$ cat config.mk
export PLATFORM = sky130hd
export DESIGN_NAME = uart_rx_flat
export DESIGN_NICKNAME = d
export VERILOG_FILES = /design/src/rtl/uart_rx_if.sv /design/src/rtl/uart_rx.sv /design/src/flat_wrapper.sv
export SDC_FILE = /design/constraint.sdc
export NUM_CORES = 1
export LEC_CHECK = 0
export ABC_AREA = 1
export CORE_AREA = 2 2 54 56
export DETAILED_ROUTE_END_ITERATION = 8
export DIE_AREA = 0 0 56 58
export GPL_TIMING_DRIVEN = 0
export PLACE_DENSITY_LB_ADDON = 0.25
export SLEW_MARGIN = 30
export SYNTH_ARGS = -nofsm -noshare
export SYNTH_HDL_FRONTEND = slang
export SYNTH_SLANG_ARGS = --single-unit
$ cat constraint.sdc
create_clock -name clk -period 1.42 [get_ports clk]
set_clock_uncertainty 0.1 [all_clocks]
set_input_delay 0.284 -clock clk [delete_from_list [all_inputs] [get_ports clk]]
set_output_delay 0.284 -clock clk [all_outputs]
set_load 0.1 [all_outputs]
$ cat src/rtl/uart_rx_if.sv
// uart_rx_if: serial line plus receive results for one UART receiver.
// Latency: none, wires only.
// Backpressure: none; the receiver pulses results and the consumer must take them.
interface uart_rx_if;
   logic       rx;
   logic [7:0] rx_data;
   logic       rx_valid;
   logic       rx_busy;
   logic       frame_err;
   logic       parity_err;

   // The receiver reads the line and reports results.
   modport slave (
      input  rx,
      output rx_data,
      output rx_valid,
      output rx_busy,
      output frame_err,
      output parity_err
   );

   // The line driver / result consumer side.
   modport master (
      output rx,
      input  rx_data,
      input  rx_valid,
      input  rx_busy,
      input  frame_err,
      input  parity_err
   );
endinterface

$ cat src/rtl/uart_rx.sv
// uart_rx: 8N1 UART receiver; define UART_RX_PARITY_EN for an even-parity bit after the data.
// Latency: result pulse one cycle after the stop-bit centre sample (line seen through a 2-flop sync).
// Backpressure: none; rx_valid/frame_err/parity_err are single-cycle pulses, rx_data holds.
module uart_rx #(
   parameter int CLKS_PER_BIT = 16
) (
   input  logic     clk,
   input  logic     reset,
   uart_rx_if.slave bus
);

   localparam int            CW      = $clog2(CLKS_PER_BIT);
   localparam logic [CW-1:0] HALF_M1 = CW'(CLKS_PER_BIT / 2 - 1);
   localparam logic [CW-1:0] FULL_M1 = CW'(CLKS_PER_BIT - 1);
   localparam logic [CW-1:0] CNT_ONE = CW'(1);

   typedef enum logic [2:0] {
      IDLE,
      START,
      DATA,
`ifdef UART_RX_PARITY_EN
      PARITY,
`endif
      STOP,
      WAIT_HIGH
   } state_t;

   logic          rx_meta;
   logic          rx_s;
   state_t        state;
   state_t        state_nxt;
   logic [CW-1:0] cnt;
   logic [CW-1:0] cnt_nxt;
   logic [2:0]    bit_idx;
   logic [2:0]    idx_nxt;
   logic [7:0]    shift;
   logic [7:0]    shift_nxt;
   logic [7:0]    data_q;
   logic          valid_q;
   logic          ferr_q;
   logic          load;
   logic          ferr_nxt;
`ifdef UART_RX_PARITY_EN
   logic          par_bad;
   logic          par_bad_nxt;
   logic          perr_q;
   logic          perr_nxt;
`endif

   // Bring the asynchronous line into the clock domain; idle-high after reset.
   always_ff @(posedge clk) begin
      if (reset) begin
         rx_meta <= 1'b1;
         rx_s    <= 1'b1;
      end else begin
         rx_meta <= bus.rx;
         rx_s    <= rx_meta;
      end
   end

   // Frame sequencing: start validation, bit-centre sampling, stop check.
   always_comb begin
      state_nxt = state;
      cnt_nxt   = cnt + CNT_ONE;
      idx_nxt   = bit_idx;
      shift_nxt = shift;
      load      = 1'b0;
      ferr_nxt  = 1'b0;
`ifdef UART_RX_PARITY_EN
      par_bad_nxt = par_bad;
      perr_nxt    = 1'b0;
`endif
      case (state)
         IDLE: begin
            cnt_nxt = '0;
            if (!rx_s) begin
               state_nxt = START;
               idx_nxt   = '0;
            end
         end
         START: begin
            // Half a bit in: still low means a real start bit, else a glitch.
            if (cnt == HALF_M1) begin
               cnt_nxt   = '0;
               state_nxt = rx_s ? IDLE : DATA;
            end
         end
         DATA: begin
            if (cnt == FULL_M1) begin
               cnt_nxt   = '0;
               shift_nxt = {rx_s, shift[7:1]};
               idx_nxt   = bit_idx + 3'd1;
               if (bit_idx == 3'd7) begin
`ifdef UART_RX_PARITY_EN
                  state_nxt = PARITY;
`else
                  state_nxt = STOP;
`endif
               end
            end
         end
`ifdef UART_RX_PARITY_EN
         PARITY: begin
            // Even parity: the parity bit must equal the XOR of the data bits.
            if (cnt == FULL_M1) begin
               cnt_nxt     = '0;
               par_bad_nxt = rx_s ^ (^shift);
               state_nxt   = STOP;
            end
         end
`endif
         STOP: begin
            if (cnt == FULL_M1) begin
               cnt_nxt = '0;
               if (rx_s) begin
                  // Returning to IDLE at mid-stop lets a back-to-back start edge be seen.
                  state_nxt = IDLE;
`ifdef UART_RX_PARITY_EN
                  if (par_bad) perr_nxt = 1'b1;
                  else         load     = 1'b1;
`else
                  load = 1'b1;
`endif
               end else begin
                  // A low stop bit wins over a parity mismatch.
                  ferr_nxt  = 1'b1;
                  state_nxt = WAIT_HIGH;
               end
            end
         end
         WAIT_HIGH: begin
            // Sit out a break so a held-low line gives only one frame_err.
            cnt_nxt = '0;
            if (rx_s) state_nxt = IDLE;
         end
         default: begin
            cnt_nxt   = '0;
            state_nxt = IDLE;
         end
      endcase
   end

   // State, counters and registered result pulses.
   always_ff @(posedge clk) begin
      if (reset) begin
         state   <= IDLE;
         cnt     <= '0;
         bit_idx <= '0;
         shift   <= '0;
         data_q  <= 8'h00;
         valid_q <= 1'b0;
         ferr_q  <= 1'b0;
`ifdef UART_RX_PARITY_EN
         par_bad <= 1'b0;
         perr_q  <= 1'b0;
`endif
      end else begin
         state   <= state_nxt;
         cnt     <= cnt_nxt;
         bit_idx <= idx_nxt;
         shift   <= shift_nxt;
         valid_q <= load;
         ferr_q  <= ferr_nxt;
         if (load) data_q <= shift;
`ifdef UART_RX_PARITY_EN
         par_bad <= par_bad_nxt;
         perr_q  <= perr_nxt;
`endif
      end
   end

   assign bus.rx_data   = data_q;
   assign bus.rx_valid  = valid_q;
   assign bus.frame_err = ferr_q;
   assign bus.rx_busy   = (state != IDLE);
`ifdef UART_RX_PARITY_EN
   assign bus.parity_err = perr_q;
`else
   assign bus.parity_err = 1'b0;
`endif

endmodule

$ cat src/flat_wrapper.sv
// flat-port wrapper written by rule: the top's interface ports become plain ports
module uart_rx_flat 
#(
   parameter int CLKS_PER_BIT = 16
)
  (clk, reset, bus_rx, bus_rx_data, bus_rx_valid, bus_rx_busy, bus_frame_err, bus_parity_err);
  uart_rx_if bus_i ();
  input  logic clk;
  input  logic reset;
  input wire logic [$bits(bus_i.rx)-1:0] bus_rx;
  output wire logic [$bits(bus_i.rx_data)-1:0] bus_rx_data;
  output wire logic [$bits(bus_i.rx_valid)-1:0] bus_rx_valid;
  output wire logic [$bits(bus_i.rx_busy)-1:0] bus_rx_busy;
  output wire logic [$bits(bus_i.frame_err)-1:0] bus_frame_err;
  output wire logic [$bits(bus_i.parity_err)-1:0] bus_parity_err;
  assign bus_i.rx = bus_rx;
  assign bus_rx_data = bus_i.rx_data;
  assign bus_rx_valid = bus_i.rx_valid;
  assign bus_rx_busy = bus_i.rx_busy;
  assign bus_frame_err = bus_i.frame_err;
  assign bus_parity_err = bus_i.parity_err;
  uart_rx #(.CLKS_PER_BIT(CLKS_PER_BIT)) u_core (.clk(clk), .reset(reset), .bus(bus_i));
endmodule
==> results of run 1 <==
[layout make-up]
cell class | count | area [um2] | area share (%)
plain buffers | 4 | 32.5 | 1.95
clock buffers | 6 | 51.3 | 3.07
clock inverters | 2 | 12.5 | 0.749
inverters | 12 | 52.6 | 3.14
multi-input cells | 109 | 686 | 41.0
flip-flops and latches | 30 | 617 | 36.9
well taps | 31 | 38.8 | 2.32
repair buffers | 19 | 181 | 10.9
[where the power goes]
group | internal, uW | leakage, uW | switching [uW]
clock | 238 | 0.0000343 | 326
sequential | 906 | 0.000247 | 89.1
combinational | 417 | 0.000421 | 704
[final timing paths]
| kind | start | end | slack, ps | depth (start not counted) |
|---|---|---|---|---|
| setup / recovery | u_core.state[2] | bus_rx_busy | -80 | 3 |
| hold / removal | reset | u_core.bit_idx[1] | 120 | 2 |
| setup reg to reg | u_core.cnt[0] | u_core.state[2] | 10 | 8 |
| hold reg to reg | u_core.rx_meta | u_core.rx_s | 310 | 1 |
[flip-flops by register name, indices dropped and copies added, names as in the netlist]
register	cells
u_core.shift	8
u_core.bus.rx_data	8
u_core.rx_meta	1
u_core.bit_idx	3
u_core.bus.frame_err	1
u_core.bus.rx_valid	1
u_core.state	3
u_core.cnt	4
u_core.rx_s	1
[placed cells by master (no fill, tap or decap), types with 2 or more instances in the layout]
cell type  count
nor2_1        37
nand2_2        8
buf_8          2
a21oi_1        3
a21oi_2        3
buf_6          3
inv_2          3
nor2_2         4
nand3_4        2
nor2_4         6
nor3_1         3
ha_4           2
nand2_1        5
or2_2          2
inv_1          7
o21ai_0       12
clkbuf_4       5
buf_4         14
nand3_1        9
dfxtp_2        4
dfxtp_1       23
dfxtp_4        3
o21ai_2        5
[critical path, delay by kind of cell (launching register included)]
family	cells	cell delay [ps]
buffers and inverters	2	270
and+or+nand+nor	1	80
DFF	1	420
[stage by stage]
step	TNS (ps)	area (um2)	util, %	setup slack (ps)	power (uW)
6_report	-82.8	1670	62.8	-82.8	2680
3_3_place_gp	-7080	1400	52.6	-695	1770
5_1_grt	-1020	1670	62.8	-126	2820
3_5_place_dp	-7350	1400	52.6	-716	1790
2_1_floorplan	0	1240	-	34.6	1640
4_1_cts	-118	1500	56.2	-71.9	2430
[layer usage]
layer  up-vias  global-route usage (%)  wire [um]
met5         -                       0          0
met1       495                    20.9       1160
met3         5                    4.69        108
li1        553                       -          -
met4         0                    9.86         40
met2        18                    29.2       1340
[what timing repair did]
action                     4_1_cts  5_1_grt
pin swaps                        2       17
setup endpoints to repair       35       20
setup buffers                    1        5
resized for setup               82       37
gates cloned                     0        1
[kinds of logic after synthesis]
group           count (synthesis)  synth area share (%)
compound gates                 23                  9.89
flops                          30                  48.4
other cells                     1                 0.302
simple gates                   81                  31.6
buf+inv                        16                  6.05
xor+xnor                        1                 0.706
fa+ha+maj                       3                  3.03
==> metrics.md, run 1 <==
| Metric | Value |
|---|---|
| Fin cells | 213 |
| Worst-Skew Late Latency | 340 ps |
| Crit-path cells | inv_2, nand2_2, buf_8 |
| CP required | 1040 ps |
| Clk slew on worst S/H paths | 100 ps |
| Largest net degree at the start of global routing | 11 |
| Syn Area/Cell | 8.00 um2 |
| CTS Buffer Depth | 2 |
| Wirelength per Cell | 12.4 um |
| Boundary pin count | 15 |
| Worst hold-check path type | primary input to flop |
| Core ar. | 2660 um2 |
| CP Max Fanout | 5 |
| DR pass1 iterations | 4 |
| Post-synthesis sequential area ratio | 48.4% |
| Post-cts hold buffer count | 0 |
| Die Footprint | 3250 um2 |
| Distinct cell type count after synthesis | 28 |
| Drt via density | 5.03 |
| Mapped Cells | 155 |
| Top cells by area, synth | dfxtp_1 48%, nor2_1 13%, o21ai_0 6.9% |
| Root Driver | clkbuf_4 |
| DIE WIDTH | 56 um |
| Synthesized cell area | 1240 um2 |
| Placer Congestion | 0.780 |
| Hold slack | 124 ps |
| Most common library cells after synthesis | 43 x nor2_1, 30 x dfxtp_1, 17 x o21ai_0, 11 x nand2_1, 10 x nand3_1 |
| # diodes | 0 |
| Leading area contributor after synthesis | dfxtp_1 |
| Worst setup margin | -82.8 ps |
| TritonCTS Buffers | 5 |
| Fmax | 0.665 GHz |
| RSZ-0062 raised after global routing | true |
| First-pass GRT wire length | 4.45 mm |
| Synth top area share | 48.4% |
| Main synth FF type | dfxtp_1 |
| ANT nets after route | 0 |
| Area delta synth->final | 34.8% |
| Vias | 1071 |
| Initial Util | 46.6% |
| Port bufs | 12 |
| Filler instances | 238 |
| Count leader, synth | nor2_1 |
| Layout cells sized above 1 | 41.8% |
| Failing checks | setup timing |
| Crit path DAT | 1120 ps |
| Final Net Count | 187 |
| Kind of critical path | flop to output port |
| Endpoints failing setup | 1 |
| Post-Syn Nets | 161 |
| Period utilization | 106% |
| Synth Warn # | 0 |
| Max-slew violation count | 0 |
| Status | complete, but fails checks |
| DRC Markers | 0 |
| CP max stage cell | dfxtp_2 |
| Placed Cells | 198 |
| PwrDens | 1600 nW/um2 |
| Die H | 58 um |
| Post-synth EDFFs | 0 |
| Post-DP HPWL | 1.61 mm |
| Clk sinks | 30 |
| Fin crit period | 1500 ps |
| Final hold violations | 0 |
| LEAKAGE | 0.000702 uW |
| Slowest Stage Delay on Critical Path | 420 ps |
| Routed WL | 2.64 mm |
| Asr flop ratio synth | 0% |
| Peak VDD IR | 1960 uV |
| Detailed Route Iter0 Violations | 28 |
| Vias in the first global route | 1013 |
| GR Overflow Total | 0 |
| Endpoint class of the critical path | output port |
| H-tree Lvls | 2 |
| Startpoint types | flop |
| CTS tree | done |
| GRT Total Usage | 17.7% |
| Initial antenna violation count | 0 |
| Row count | 19 |
| Seq cells post-synth | 30 |
| Max Cap Viol | 0 |
No activity file was read; power rests on OpenSTA's default activity.
==> inputs of run 2 (changes only) <==
Settings changed: CAP_MARGIN set to 30, CTS_CLUSTER_SIZE set to 8, PLACE_DENSITY set to 0.73, PLACE_DENSITY_LB_ADDON 0.25 to not set.
==> metrics.md, run 2 (synthesized netlist as in run 1, its figures left out) <==
| Metric | Value |
|---|---|
| Startpoint types | flop (unchanged) |
| Final Net Count | 186 (was 187) |
| Failing checks | setup timing (unchanged) |
| Largest net degree at the start of global routing | 11 (unchanged) |
| Port bufs | 12 (unchanged) |
| Row count | 19 (unchanged) |
| Fin crit period | 1470 ps (was 1500 ps) |
| Worst hold-check path type | primary input to flop (unchanged) |
| Drt via density | 5.07 (was 5.03) |
| R2R depth | 8 (unchanged) |
| Clk sinks | 30 (unchanged) |
| CTS Buffer Depth | 2 (unchanged) |
| Slowest Stage Delay on Critical Path | 370 ps (was 420 ps) |
| CP required | 1040 ps (about the same) |
| Reg-to-reg endpoint | u_core.state[0] (was u_core.state[2]) |
| Core ar. | 2660 um2 (unchanged) |
| Setup slack, reg-to-reg | -10 ps (was 10 ps) |
| GRT Total Usage | 17.6% (was 17.7%) |
| Fin area | 1560 um2 (was 1670 um2) |
| H-tree Lvls | 2 (unchanged) |
| Multi-input gate area | 617 um2 (was 686 um2) |
| Clk slew on worst S/H paths | 90 ps (was 100 ps) |
| Fin util | 58.6% (was 62.8%) |
| Hold Path Origin | reset (unchanged) |
| Fmax | 0.680 GHz (was 0.665 GHz) |
| Boundary pin count | 15 (unchanged) |
| Initial Util | 46.6% (unchanged) |
| PwrDens | 1590 nW/um2 (was 1600 nW/um2) |
| DIE WIDTH | 56 um (unchanged) |
| Max-slew violation count | 0 (unchanged) |
| CP Max Fanout | 5 (unchanged) |
| Kind of critical path | flop to output port (unchanged) |
| Die Footprint | 3250 um2 (unchanged) |
| CTS tree | done (unchanged) |
| Die H | 58 um (unchanged) |
| Detailed Route Iter0 Violations | 25 (was 28) |
| Crit path launch | u_core.state[0] (was u_core.state[2]) |
| Commonest non-fill, non-tap cell in the layout | nor2_1 (unchanged) |
| Hold slack | 124 ps (about the same) |
| Hold depth | 2 (unchanged) |
| Vias | 1075 (was 1071) |
| First-pass GRT wire length | 4.40 mm (was 4.45 mm) |
| Routed WL | 2.49 mm (was 2.64 mm) |
| Max Cap Viol | 0 (unchanged) |
| Area delta synth->final | 25.8% (was 34.8%) |
| Status | complete, but fails checks (unchanged) |
| DRC Markers | 0 (unchanged) |
| Initial antenna violation count | 0 (unchanged) |
| CP max stage cell | dfxtp_2 (unchanged) |
| # diodes | 0 (unchanged) |
| LEAKAGE | 0.000715 uW (was 0.000702 uW) |
| ANT nets after route | 0 (unchanged) |
| RSZ-0062 raised after global routing | true (unchanged) |
| Final hold violations | 0 (unchanged) |
| Layout cells sized above 1 | 33.1% (was 41.8%) |
| Post-DP HPWL | 1.71 mm (was 1.61 mm) |
| Buf/Inv on CP | 1 (was 2) |
| Total power draw | 2480 uW (was 2680 uW) |
| Period utilization | 104% (was 106%) |
| Crit-path cells | nor2_4, nand2_2, buf_12 (was inv_2, nand2_2, buf_8) |
| Dpl cell area | 1400 um2 (unchanged) |
| Endpoints failing setup | 3 (was 1) |
| Worst-Skew Late Latency | 330 ps (was 340 ps) |
| Hold Path End | u_core.bit_idx[1] (unchanged) |
| Peak VDD IR | 1720 uV (was 1960 uV) |
| Setup TNS | -69.7 ps (was -82.8 ps) |
| DR pass1 iterations | 5 (was 4) |
| Worst setup margin | -51.4 ps (was -82.8 ps) |
| Placer Congestion | 0.829 (was 0.780) |
| Post-cts hold buffer count | 0 (unchanged) |
| Commonest cells after routing, fill and taps aside | 40 x nor2_1, 25 x dfxtp_1, 17 x buf_4 (was 37 x nor2_1, 23 x dfxtp_1, 14 x buf_4) |
| Root Driver | clkbuf_4 (unchanged) |
| Register area | 612 um2 (was 617 um2) |
| Crit path max-delay family | flip-flops (unchanged) |
| Wirelength per Cell | 11.7 um (was 12.4 um) |
| Reg-to-Reg Start | u_core.cnt[0] (unchanged) |
| Vias in the first global route | 1044 (was 1013) |
| Crit path DAT | 1090 ps (was 1120 ps) |
| GR Overflow Total | 0 (unchanged) |
| Endpoint class of the critical path | output port (unchanged) |
| TritonCTS Buffers | 5 (unchanged) |
| Filler instances | 256 (was 238) |
-- run 2: cell type report --
class                           instances  share of cell area (%)
Multi-Input combinational cell        109                    39.5
Buffer                                  4                    2.08
Timing Repair Buffer                   18                    9.62
Tap cell                               31                    2.49
Clock buffer                            7                    3.53
Clock inverter                          1                   0.321
Sequential cell                        30                    39.2
Inverter                               12                    3.21
-- run 2: per-stage QoR --
step	setup WS, ps	cells
finish	-51.4	212
global route	-119	212
CTS	-69.2	208
detailed placement	-716	198
global placement	-696	198
floorplan	34.6	155
-- run 2: repair_timing --
item,4_1_cts,5_1_grt
endpoints found under the hold margin,0,0
endpoints found under the setup margin,36,24
buffers inserted,2,4
gates resized for setup,82,12
pin swaps,2,6
-- run 2: where the power goes --
part           switching, uW  internal (uW)  total, uW
clock network            284            239        524
registers               93.1            902        995
logic                    628            335        964
total                   1010           1480       2480
-- run 2: how the worst max path moves through the flow --
stage	endpoint	slack [ps]	cells after the start
6_report	bus_rx_busy	-50	3
5_1_grt	bus_rx_busy	-120	3
4_1_cts	bus_rx_busy	-70	3
3_5_place_dp	bus_rx_busy	-720	3
3_3_place_gp	bus_rx_busy	-700	3
2_1_floorplan	u_core.bus.rx_data[0]	30	2
-- run 2: routing by layer --
metal | part of all wire, % | routed length, um | track usage [%]
met1 | 42 | 1040 | 18.8
met2 | 51 | 1270 | 30.8
met5 | 0 | 0 | 0
met4 | 1.5 | 37 | 8.50
met3 | 5.6 | 139 | 6.70
